`config.mk`:
```
export PLATFORM = sky130hd
export DESIGN_NAME = ge_seq_ctrl
export DESIGN_NICKNAME = d
export VERILOG_FILES = /design/src/rtl/ge_seq_ctrl_pkg.sv /design/src/rtl/ge_edge_det.sv /design/src/rtl/ge_seq_ctrl.sv
export SDC_FILE = /design/constraint.sdc
export NUM_CORES = 1
export LEC_CHECK = 0
export ABC_AREA = 1
export BUFFER_PORTS_ARGS = -buffer_cell sky130_fd_sc_hd__buf_4
export CAP_MARGIN = 20
export CELL_PAD_IN_SITES_DETAIL_PLACEMENT = 0
export CELL_PAD_IN_SITES_GLOBAL_PLACEMENT = 1
export CORE_MARGIN = 8
export CORE_UTILIZATION = 32
export DETAILED_ROUTE_END_ITERATION = 10
export GPL_ROUTABILITY_DRIVEN = 0
export PLACE_DENSITY = 0.93
export SLEW_MARGIN = 15
export SYNTH_ARGS = -nofsm -noshare
export SYNTH_HDL_FRONTEND = slang
export SYNTH_HIERARCHICAL = 1
export SYNTH_SLANG_ARGS = --single-unit
```
`constraint.sdc`:
```
create_clock -name clk -period 4 [get_ports clk]
set_input_delay 0.4 -clock clk [delete_from_list [all_inputs] [get_ports clk]]
set_output_delay 0.4 -clock clk [all_outputs]
set_load 0.02 [all_outputs]
```
`src/rtl/ge_seq_ctrl_pkg.sv`:
```
// Shared definitions for the Gaussian-eliminator sequencer: FSM encoding and
// address-width helper.
package ge_seq_ctrl_pkg;

    typedef enum logic [2:0] {
        ST_IDLE,
        ST_FETCH,
        ST_LOAD,
        ST_WAIT_TRI,
        ST_SYS_START,
        ST_WAIT_SYS,
        ST_DRAIN,
        ST_FIN
    } state_e;

    // A single-row store still needs a one-bit address port.
    function automatic int addr_w(input int depth);
        return (depth <= 1) ? 1 : $clog2(depth);
    endfunction

endpackage

```
`src/rtl/ge_edge_det.sv`:
```
// Registered rising-edge detector. A level that is already high when the
// consumer starts looking never produces a pulse.
module ge_edge_det (
    input  logic clk,
    input  logic rst_b,
    input  logic d,
    output logic rise
);

    logic d_q, d_d;

    always_comb d_d = d;

    always_ff @(posedge clk or negedge rst_b) begin
        if (!rst_b) d_q <= 1'b0;
        else        d_q <= d_d;
    end

    assign rise = d & ~d_q;

endmodule

```
`src/rtl/ge_seq_ctrl.sv`:
```
// Sequencer for the combined systolic Gaussian eliminator: loads rows, runs the
// triangularize and systemize passes, writes results back in descending order.
module ge_seq_ctrl
    import ge_seq_ctrl_pkg::*;
#(
    parameter int DAT_W = 80,
    parameter int DAT_D = 80,
    parameter int CNT_W = 32
) (
    input  logic                       clk,
    input  logic                       rst_b,
    input  logic                       go,
    output logic                       busy,
    output logic                       done,
    output logic                       full_rank,
    output logic [CNT_W-1:0]           cycles,
    output logic [addr_w(DAT_D)-1:0]   rd_addr,
    output logic                       rd_en,
    input  logic [DAT_W-1:0]           rd_q,
    output logic [addr_w(DAT_D)-1:0]   wr_addr,
    output logic                       wr_en,
    output logic [DAT_W-1:0]           wr_data,
    output logic                       sa_start,
    output logic                       sa_mode,
    output logic [DAT_W-1:0]           sa_data,
    input  logic                       sa_finish,
    input  logic                       sa_full_rank,
    input  logic [DAT_W-1:0]           sa_result
);

    localparam int             AW   = addr_w(DAT_D);
    localparam logic [AW-1:0]  LAST = AW'(DAT_D - 1);

    state_e              state_q, state_d;
    logic [AW-1:0]       idx_q, idx_d;
    logic [DAT_W-1:0]    res_q, res_d;
    logic                fr_q, fr_d;
    logic [CNT_W-1:0]    cyc_q, cyc_d;
    logic                fin_rise;

    ge_edge_det u_fin_edge (
        .clk  (clk),
        .rst_b(rst_b),
        .d    (sa_finish),
        .rise (fin_rise)
    );

    always_comb begin
        state_d  = state_q;
        idx_d    = idx_q;
        res_d    = res_q;
        fr_d     = fr_q;
        cyc_d    = cyc_q;
        rd_en    = 1'b0;
        rd_addr  = '0;
        wr_en    = 1'b0;
        wr_addr  = '0;
        sa_start = 1'b0;
        sa_mode  = 1'b0;
        sa_data  = '0;
        done     = 1'b0;

        if (state_q != ST_IDLE && cyc_q != '1) cyc_d = cyc_q + 1'b1;

        case (state_q)
            ST_IDLE: begin
                if (go) begin
                    state_d = ST_FETCH;
                    cyc_d   = '0;
                end
            end
            ST_FETCH: begin
                rd_en   = 1'b1;
                idx_d   = '0;
                state_d = ST_LOAD;
            end
            ST_LOAD: begin
                // Row j arrives on rd_q this cycle; prefetch row j+1 alongside.
                sa_data  = rd_q;
                sa_start = (idx_q == '0);
                if (idx_q != LAST) begin
                    rd_en   = 1'b1;
                    rd_addr = idx_q + 1'b1;
                    idx_d   = idx_q + 1'b1;
                end else begin
                    state_d = ST_WAIT_TRI;
                end
            end
            ST_WAIT_TRI: begin
                if (fin_rise) begin
                    fr_d    = sa_full_rank;
                    state_d = sa_full_rank ? ST_SYS_START : ST_FIN;
                end
            end
            ST_SYS_START: begin
                sa_mode  = 1'b1;
                sa_start = 1'b1;
                state_d  = ST_WAIT_SYS;
            end
            ST_WAIT_SYS: begin
                sa_mode = 1'b1;
                if (fin_rise) begin
                    res_d   = sa_result;
                    idx_d   = '0;
                    state_d = ST_DRAIN;
                end
            end
            ST_DRAIN: begin
                // Write the row captured last cycle while capturing the next one.
                sa_mode = 1'b1;
                wr_en   = 1'b1;
                wr_addr = LAST - idx_q;
                if (idx_q != LAST) begin
                    res_d = sa_result;
                    idx_d = idx_q + 1'b1;
                end else begin
                    state_d = ST_FIN;
                end
            end
            ST_FIN: begin
                done    = 1'b1;
                state_d = ST_IDLE;
            end
            default: state_d = ST_IDLE;
        endcase
    end

    always_ff @(posedge clk or negedge rst_b) begin
        if (!rst_b) begin
            state_q <= ST_IDLE;
            idx_q   <= '0;
            res_q   <= '0;
            fr_q    <= 1'b0;
            cyc_q   <= '0;
        end else begin
            state_q <= state_d;
            idx_q   <= idx_d;
            res_q   <= res_d;
            fr_q    <= fr_d;
            cyc_q   <= cyc_d;
        end
    end

    assign busy      = (state_q != ST_IDLE);
    assign full_rank = fr_q;
    assign cycles    = cyc_q;
    assign wr_data   = res_q;

endmodule

```
# After elaboration in Yosys (flattened, before gate mapping)
# Cells that the tools add are included.
[word_totals]
mem_bits_rw = 0
latchBits = 0
out_inout_bits = 213
romBits = 0
inputBits = 165
reg_bits = 124
mem_count = 0
[classes]
add_sub_neg = 3
div_mod_pow = 0
mul = 0
n_mux = 26
shifts = 0
eq_ne = 16
bitwise = 2
n_reduce_logical = 12
magnitude_cmp = 0
[ops]
columns = ["operator", "count"]
rows = [
  ["two-way mux 80 bit", 3],
  ["case mux 80 bit (2 select lines)", 1],
  ["two-way mux 32 bit", 3],
  ["two-way mux 7 bit", 5],
  ["adder 32 x 1 -> 32 bit, second input constant", 1],
  ["!= test 32 bit, second input constant", 1],
  ["case mux 3 bit (8 select lines)", 1],
  ["case mux 7 bit (3 select lines)", 1],
  ["two-way mux 3 bit", 5],
  ["== test 3 bit, second input constant", 4],
  ["!= test 2 bit, second input constant", 6],
  ["adder 7 x 1 -> 7 bit, second input constant", 1],
  ["logical NOT 7 bit", 1],
  ["!= test 7 bit, second input constant", 1],
  ["subtractor 7 bit, first input constant", 1],
  ["== test 3 x 2 -> 1 bit, second input constant", 2],
  ["AND reduction 3 bit", 2],
  ["nonzero test 3 bit", 2],
  ["AND reduction 5 bit", 1],
  ["two-way mux 1 bit", 4],
  ["case mux 1 bit (2 select lines)", 2],
  ["== test 3 x 1 -> 1 bit, second input constant", 1],
  ["logical NOT 3 bit", 1],
  ["OR reduction 3 bit", 1],
  ["8 further kinds", 8],
]

# Logic depth before layout (Yosys ltp)
# Gate-level depths: netlist (run 1).
[logic_depth]
ltp_word = 5
depth_mapped = 11
ltp_nobuf = 10

# Modules after synthesis
# Netlist (run 1), hierarchy kept.
[by_module_without_submodules]
columns = ["module", "instances", "cells_per_inst", "seq_area_each_um2", "area_each_um2"]
rows = [
  ["ge_seq_ctrl", 1, 934, 3078.0, 6667.6],
  ["ge_edge_det", 1, 3, 25.0, 35.0],
]

# Worst setup path before layout (run 1)
# OpenSTA, ideal clock, no wires.
[synth_path]
kind = "reg-to-output"
from = "register state_q[0]"
to = "output sa_start"
n_path_buf = 1
path_stages_with_launch = 6
t_required_ns = 3.600
setup_slack_ns = 2.137
arrival_time_ns = 1.463
path_cell_list = "dfrtp_1 -> inv_1 -> ha_1 -> nand2_1 -> clkbuf_1 -> o21ai_0"
[synth_between]
elab_chain_cells = 2
word_cells_on_any_way = 3
classes_between = "eq/ne: 2; mux: 1"
[synth_rtl]
columns = ["item", "line", "text"]
rows = [
  ["start, declared", "ge_seq_ctrl.sv:34", "state_e state_q, state_d;"],
  ["start signal, assigned", "ge_seq_ctrl.sv:136", "state_q <= state_d;"],
  ["== test 3 bit or == test 3 x 2 -> 1 bit (tied branches)", "ge_seq_ctrl.sv:65", "case (state_q)"],
  ["case mux 1 bit (2 select lines) (*)", "ge_seq_ctrl.sv:65", ""],
  ["end, declared", "ge_seq_ctrl.sv:23", "output logic sa_start,"],
]
# Every way passes the cells marked *; elsewhere a longest branch is shown, timed or not.

# Worst setup path in the final report (run 1)
# Ends and elaborated chain as after synthesis.

==> load_flow_metrics.sql, run 1 <==
INSERT INTO impl_metrics (metric_group, metric, value, unit) VALUES
('finish', 'antenna_cells', '0', ''),
('worst_setup_path', 'critical_path.max_stage_delay', '610', 'ps'),
('timing', 'fin_tns_setup', '0', 'ps'),
('finish', 'fillerInstances', '2067', ''),
('drt', 'detail_route.vias_per_cell', '4.36', ''),
('finish', 'relative_area_change_from_synthesis_to_final_layout', '53.7', '%'),
('worst_setup_path', 'critical_path.startpoint_type', 'register', ''),
('global_routing', 'grtUsageMet1', '19.5', '%'),
('power_and_ir_drop', 'cell_internal_pwr', '2.36', 'mW'),
('synthesis', 'syn_avg_cell_area', '7.15', 'µm²'),
('global_routing', 'grt_overflow_total', '0', ''),
('timing', 'final_max_slew_viol_count', '0', ''),
('placed_design', 'place_ws', '1430', 'ps'),
('synthesis', 'synthesis.area', '0.00670', 'mm²'),
('die', 'dieArea', '0.0258', 'mm²'),
('worst_setup_path', 'critical_path_sink_type', 'output port', ''),
('placed_design', 'dp.final_hpwl', '18300', 'µm'),
('worst_setup_path', 'arrival', '2250', 'ps'),
('synthesis', 'portion_of_the_post_synthesis_area_used_by_sequential_elements', '46.3', '%'),
('power_and_ir_drop', 'switching_share', '24.2', '%'),
('synthesis', 'postSynthNetCount', '1112', ''),
('drt', 'via_count', '6933', ''),
('outcome', 'run_status', 'complete, no violations', ''),
('global_routing', 'antenna_found_initial', '0', ''),
('synthesis', 'yosys.area.top_type_share', '46.3', '%'),
('global_routing', 'grt_max_degree', '89', ''),
('worst_setup_path', 'path_max_fanout', '83', ''),
('finish', 'fin_nets', '1477', ''),
('global_routing', 'gr-usage-met3', '6.12', '%'),
('cts', 'clkTransAtPathRegs', '70', 'ps'),
('timing', 'final_setup_violating_endpoints', '0', ''),
('timing', 'post-route-min-period', '2650', 'ps'),
('drt', 'detail_route.first_pass.iterations', '6', ''),
('synthesis', 'synthDominantAreaCellType', 'dfrtp_1', ''),
('worst_setup_path', 'list_of_cells_traversed_by_the_critical_path', 'inv_1, ha_1, nand2_2, buf_4, o21ai_0, buf_4', ''),
('synthesis', 'synthDistinctLibCells', '29', ''),
('timing', 'max_freq', '0.378', 'GHz'),
('synthesis', 'post_synth_main_area_contributors', 'dfrtp_1 46%, inv_1 11%, nand2_1 10%', ''),
('global_routing', 'grt_pass1_vias', '6941', ''),
('worst_setup_path', 'critical-path-slowest-cell', 'buf_4', ''),
('global_routing', 'grt_pass1_wl', '36300', 'µm'),
('power_and_ir_drop', 'power_frac_clock', '49.2', '%'),
('cts', 'post_cts_buffers', '0', ''),
('worst_setup_path', 'critical_path_required', '3600', 'ps'),
('cts', 'htree_levels', '4', ''),
('power_and_ir_drop', 'power_switching', '0.754', 'mW'),
('die', 'design.core.area', '0.0208', 'mm²'),
('die', 'row_count', '53', ''),
('run', 'drv.max_cap_violation_count', '0', ''),
('timing', 'unrepaired_setup_endpoints_after_global_routing', 'no', ''),
('die', 'io_pins', '378', ''),
('placed_design', 'port_buffers', '377', ''),
('drt', 'drcViolationCount', '0', ''),
('cts', 'post_cts_resized', '0', ''),
('global_routing', 'busiest_layer', 'met2', ''),
('power_and_ir_drop', 'power.combinational.fraction', '10.5', '%'),
('power_and_ir_drop', 'irDropWorstVdd', '0.000224', 'V'),
('worst_hold_path', 'hold_class', 'input pin to async pin', ''),
('finish', 'multi_input_comb_area', '0.00260', 'mm²'),
('timing', 'worst_slew_pin_slew', '818', 'ps'),
('finish', 'final_layout_size_suffix_gt1_share', '32.4', '%'),
('drt', 'first_iter_violations', '390', ''),
('timing', 'finalClockSkew', '16.5', 'ps'),
('synthesis', 'ys_warn_count', '6', ''),
('cts', 'cts_tree', 'yes', ''),
('global_routing', 'grt_use_total', '17.2', '%'),
('cts', 'clock_sink_count', '124', ''),
('timing', 'hold_violations', '0', ''),
('cts', 'clock_tree.root_cell', 'clkbuf_16', ''),
('die', 'floorplan.initialDensity', '32.2', '%'),
('worst_setup_path', 'r2r_slack', '1420', 'ps');
[flip-flops by register name, summed over array words and instances (netlist names)]
name            cells
wr_data            80
full_rank           1
cycles             32
idx_q               7
u_fin_edge/d_q      1
state_q             3
[worst paths after layout]
check | startpoint | depth (start not counted) | endpoint
max | state_q[0] | 6 | sa_start
min | rst_b | 1 | cycles[17]
max reg2reg | state_q[0] | 9 | wr_data[14]
min reg2reg | wr_data[8] | 2 | wr_data[8]
max in group asynchronous | rst_b | 2 | wr_data[45]
min in group clk | sa_finish | 1 | u_fin_edge/d_q
[cells by family (layout without fill, tap and decap cells)]
family	Yosys count	after routing	share of synthesized area, %
adder cells (fa/ha/maj)	10	10	1.87
AO/OA/AOI/OAI	125	125	9.54
buffers and inverters	236	614	15.0
multiplexers	1	1	0.168
AND/OR/NAND/NOR	436	436	26.5
XOR/XNOR	5	5	0.653
flip-flops	124	124	46.3
[placed cells by master (no fill, tap or decap), drive strengths merged]
cell type / instances
a21oi: 31
and2: 3
buf: 382
bufinv: 2
clkbuf: 18
clkinv: 5
clkinvlp: 2
dfrtp: 124
ha: 10
inv: 205
mux2: 1
nand2: 187
nand3: 41
nand3b: 2
nand4: 13
nor2: 184
nor3: 5
o2111ai: 1
o21ai: 86
o22ai: 6
o31ai: 1
or2: 1
xnor2: 1
xor2: 4
[synth_stat cells (all sizes together)]
master	count
inv	200
o22ai	6
nand3	41
xnor2	1
o31ai	1
ha	10
nand2	187
buf	11
nor2	184
dfrtp	124
or2	1
clkbuf	25
and2	3
xor2	4
nand3b	2
a21oi	31
o21ai	86
o2111ai	1
nand4	13
nor3	5
mux2	1
[final cells by class]
type	instances	share of cell area, %
well taps	275	3.34
flip-flops and latches	124	30.1
inverters	200	7.29
multi-input cells	577	25.3
clock buffers	18	4.17
clock inverters	14	1.54
repair buffers	382	28.3
[worst max-delay path, delay by kind of cell, from the launching register on]
family | cells | cell delay, ps
buf+inv | 3 | 900
flops | 1 | 380
fa+ha+maj | 1 | 280
compound gates | 1 | 190
simple gates | 1 | 90
[stage by stage]
step / hold WS, ps / area, µm² / cells / util [%]
final: 13.2 / 10300 / 1590 / 49.5
after global routing: 73.8 / 10300 / 1590 / 49.5
after CTS: 40.2 / 10300 / 1588 / 49.3
after detailed placement: 474 / 9680 / 1556 / 46.5
after global placement: 467 / 9680 / 1556 / 46.5
after floorplan: 104 / 6700 / 937 / -
[per-layer routing]
metal / wire, µm / part of all wire (%)
met1: 9330 / 40
met2: 11800 / 51
met3: 1800 / 7.7
met4: 414 / 1.8
met5: 0 / 0
[power groups by stage]
stage / clock, mW / sequential, mW / combinational [mW]
after floorplan: 0 / 1.28 / 0.104
after global placement: 0 / 1.28 / 0.327
after detailed placement: 0 / 1.28 / 0.330
after CTS: 1.57 / 1.26 / 0.331
after global routing: 1.63 / 1.25 / 0.355
final: 1.53 / 1.26 / 0.325
(Power assumes the default switching activity.)
==> run 2, diff against run 1 <==
Settings changed: CORE_UTILIZATION 32 to 27, PLACE_DENSITY 0.93 to 0.84.
Clock period 4 ns to 2.4 ns, I/O delays scaled along.
==> load_flow_metrics.sql, run 2 (synthesis gave the netlist of run 1 again) <==
INSERT INTO impl_metrics (metric_group, metric, value, unit) VALUES
('cts', 'clock_sink_count', '124', ''),
('timing', 'worst_slew_pin_slew', '786', 'ps'),
('drt', 'drcViolationCount', '0', ''),
('timing', 'hold_violations', '0', ''),
('global_routing', 'grt_overflow_total', '0', ''),
('drt', 'drt_total_wl', '24400', 'µm'),
('cts', 'insertion_delay', '420', 'ps'),
('worst_hold_path', 'min_delay_path_depth', '3', ''),
('worst_setup_path', 'critical_path.startpoint_type', 'register', ''),
('finish', 'largest_register_ffs', '80', ''),
('finish', 'layout.cells.most_common_list', '384 x buf_4, 198 x inv_1, 185 x nand2_1, 179 x nor2_1, 124 x dfrtp_1', ''),
('die', 'row_count', '57', ''),
('drt', 'antenna_violating_nets_post_route', '0', ''),
('timing', 'final_setup_violating_endpoints', '0', ''),
('timing', 'final_critical_path_setup_slack', '218', 'ps'),
('cts', 'clkTransAtPathRegs', '60', 'ps'),
('global_routing', 'grt_use_total', '15.9', '%'),
('worst_setup_path', 'criticalPathCategory', 'register to output port', ''),
('finish', 'fin_nets', '1485', ''),
('finish', 'final_common_cell', 'buf_4', ''),
('cts', 'cts_buffers', '17', ''),
('outcome', 'run_status', 'complete, no violations', ''),
('die', 'io_pins', '378', ''),
('power_and_ir_drop', 'irDropWorstVdd', '0.000359', 'V'),
('die', 'design.core.area', '0.0243', 'mm²'),
('worst_setup_path', 'reg2regPathDepth', '10', ''),
('placed_design', 'dp.final_hpwl', '19100', 'µm'),
('worst_hold_path', 'hold_class', 'input pin to register', ''),
('finish', 'relative_area_change_from_synthesis_to_final_layout', '55.0', '%'),
('worst_setup_path', 'arrival', '1940', 'ps'),
('drt', 'via_count', '6907', ''),
('finish', 'antenna_cells', '0', ''),
('cts', 'post_cts_buffers', '0', ''),
('timing', 'worst_hold_margin', '76.8', 'ps'),
('drt', 'first_iter_violations', '411', ''),
('cts', 'cts_max_path_buffers', '2', ''),
('placed_design', 'place_ws', '404', 'ps'),
('cts', 'cts_tree', 'yes', ''),
('die', 'chipHeight', '174', 'µm'),
('drt', 'detail_route.vias_per_cell', '4.19', ''),
('power_and_ir_drop', 'total_leakage_power', '5.97', 'nW'),
('cts', 'htree_levels', '4', ''),
('placed_design', 'port_buffers', '377', ''),
('timing', 'finalClockSkew', '14.1', 'ps'),
('worst_setup_path', 'path_max_fanout', '6', ''),
('die', 'dieArea', '0.0301', 'mm²'),
('global_routing', 'grt_pass1_wl', '38800', 'µm'),
('timing', 'unrepaired_setup_endpoints_after_global_routing', 'no', ''),
('worst_setup_path', 'critical_path_sink_type', 'output port', ''),
('timing', 'min_period_over_period', '90.9', '%'),
('timing', 'max_freq', '0.458', 'GHz'),
('worst_setup_path', 'critical_path_required', '2160', 'ps'),
('global_routing', 'grt_pass1_vias', '7024', ''),
('timing', 'post-route-min-period', '2180', 'ps'),
('timing', 'maxSlewHeadroom', '47.6', '%'),
('drt', 'detail_route.first_pass.iterations', '5', ''),
('cts', 'clock_tree.root_cell', 'clkbuf_16', ''),
('power_and_ir_drop', 'power_density', '482', 'mW/mm²'),
('timing', 'fin_tns_setup', '0', 'ps'),
('global_routing', 'grt_max_degree', '125', ''),
('global_routing', 'antenna_found_initial', '0', ''),
('finish', 'final_layout_size_suffix_gt1_share', '32.8', '%'),
('timing', 'final_max_slew_viol_count', '0', ''),
('power_and_ir_drop', 'total_power', '5.01', 'mW'),
('die', 'floorplan.initialDensity', '27.6', '%'),
('die', 'dieWidth', '174', 'µm'),
('drt', 'wire_per_inst', '14.8', 'µm'),
('run', 'drv.max_cap_violation_count', '0', '');
-- run 2: changes by cell type in the layout (fill, tap and decap cells not counted), moves of 2 or more --
cell	previous run	this run
buf_4	378	384
clkinvlp_4	2	5
bufinv_16	2	0
clkinv_2	1	3
clkinv_4	4	2
dlygate4sd3_1	0	2
-- run 2: path summary, 6_finish.rpt --
kind / start / end / slack [ps]
setup / recovery: state_q[0] / rd_addr[5] / 220
hold / removal: sa_result[49] / wr_data[49] / 80
setup reg to reg: state_q[0] / cycles[18] / 400
hold reg to reg: wr_data[68] / wr_data[68] / 480
max in group asynchronous: rst_b / wr_data[60] / 1340
min in group asynchronous: rst_b / cycles[13] / 390
-- run 2: repair_timing --
| action | in CTS | in global routing |
|---|---|---|
| resized for setup | 0 | 2 |
| hold endpoints to repair | 68 | 0 |
| setup endpoints to repair | 0 | 39 |
| hold buffers | 2 | 0 |
-- run 2: where the power goes --
group	switching [mW]	internal [mW]
sequential	0.000358	2.09
combinational	0.253	0.293
clock	1.04	1.33
-- run 2: layout make-up --
class	count	area (µm²)
tap	324	405
inverter	200	751
timing repair buffer	390	2980
clock buffer	17	425
multi-input combinational	577	2610
fill	2479	13900
clock inverter	15	114
sequential	124	3100
-- run 2: through the flow --
stage	util, %	area [µm²]	cells
after floorplan	-	6700	937
after global placement	40.4	9830	1613
after detailed placement	40.4	9830	1613
after CTS	42.7	10400	1647
after global routing	42.7	10400	1647
final	42.7	10400	1647
-- run 2: layer usage --
| metal | track usage (%) | wire length, µm | up-vias |
|---|---|---|---|
| li1 | - | - | 3578 |
| met1 | 18.8 | 10100 | 3074 |
| met2 | 26.5 | 12000 | 223 |
| met3 | 5.71 | 1920 | 32 |
| met4 | 4.96 | 430 | 0 |
| met5 | 0 | 0 | - |
-- run 2: worst max-delay path, stage by stage (launching register included) --
cell and delay [ps]:
dfrtp_1 400, inv_1 120, ha_2 270, inv_1 80
nor2_1 170, nand2_1 180, nor2_1 150, buf_4 150
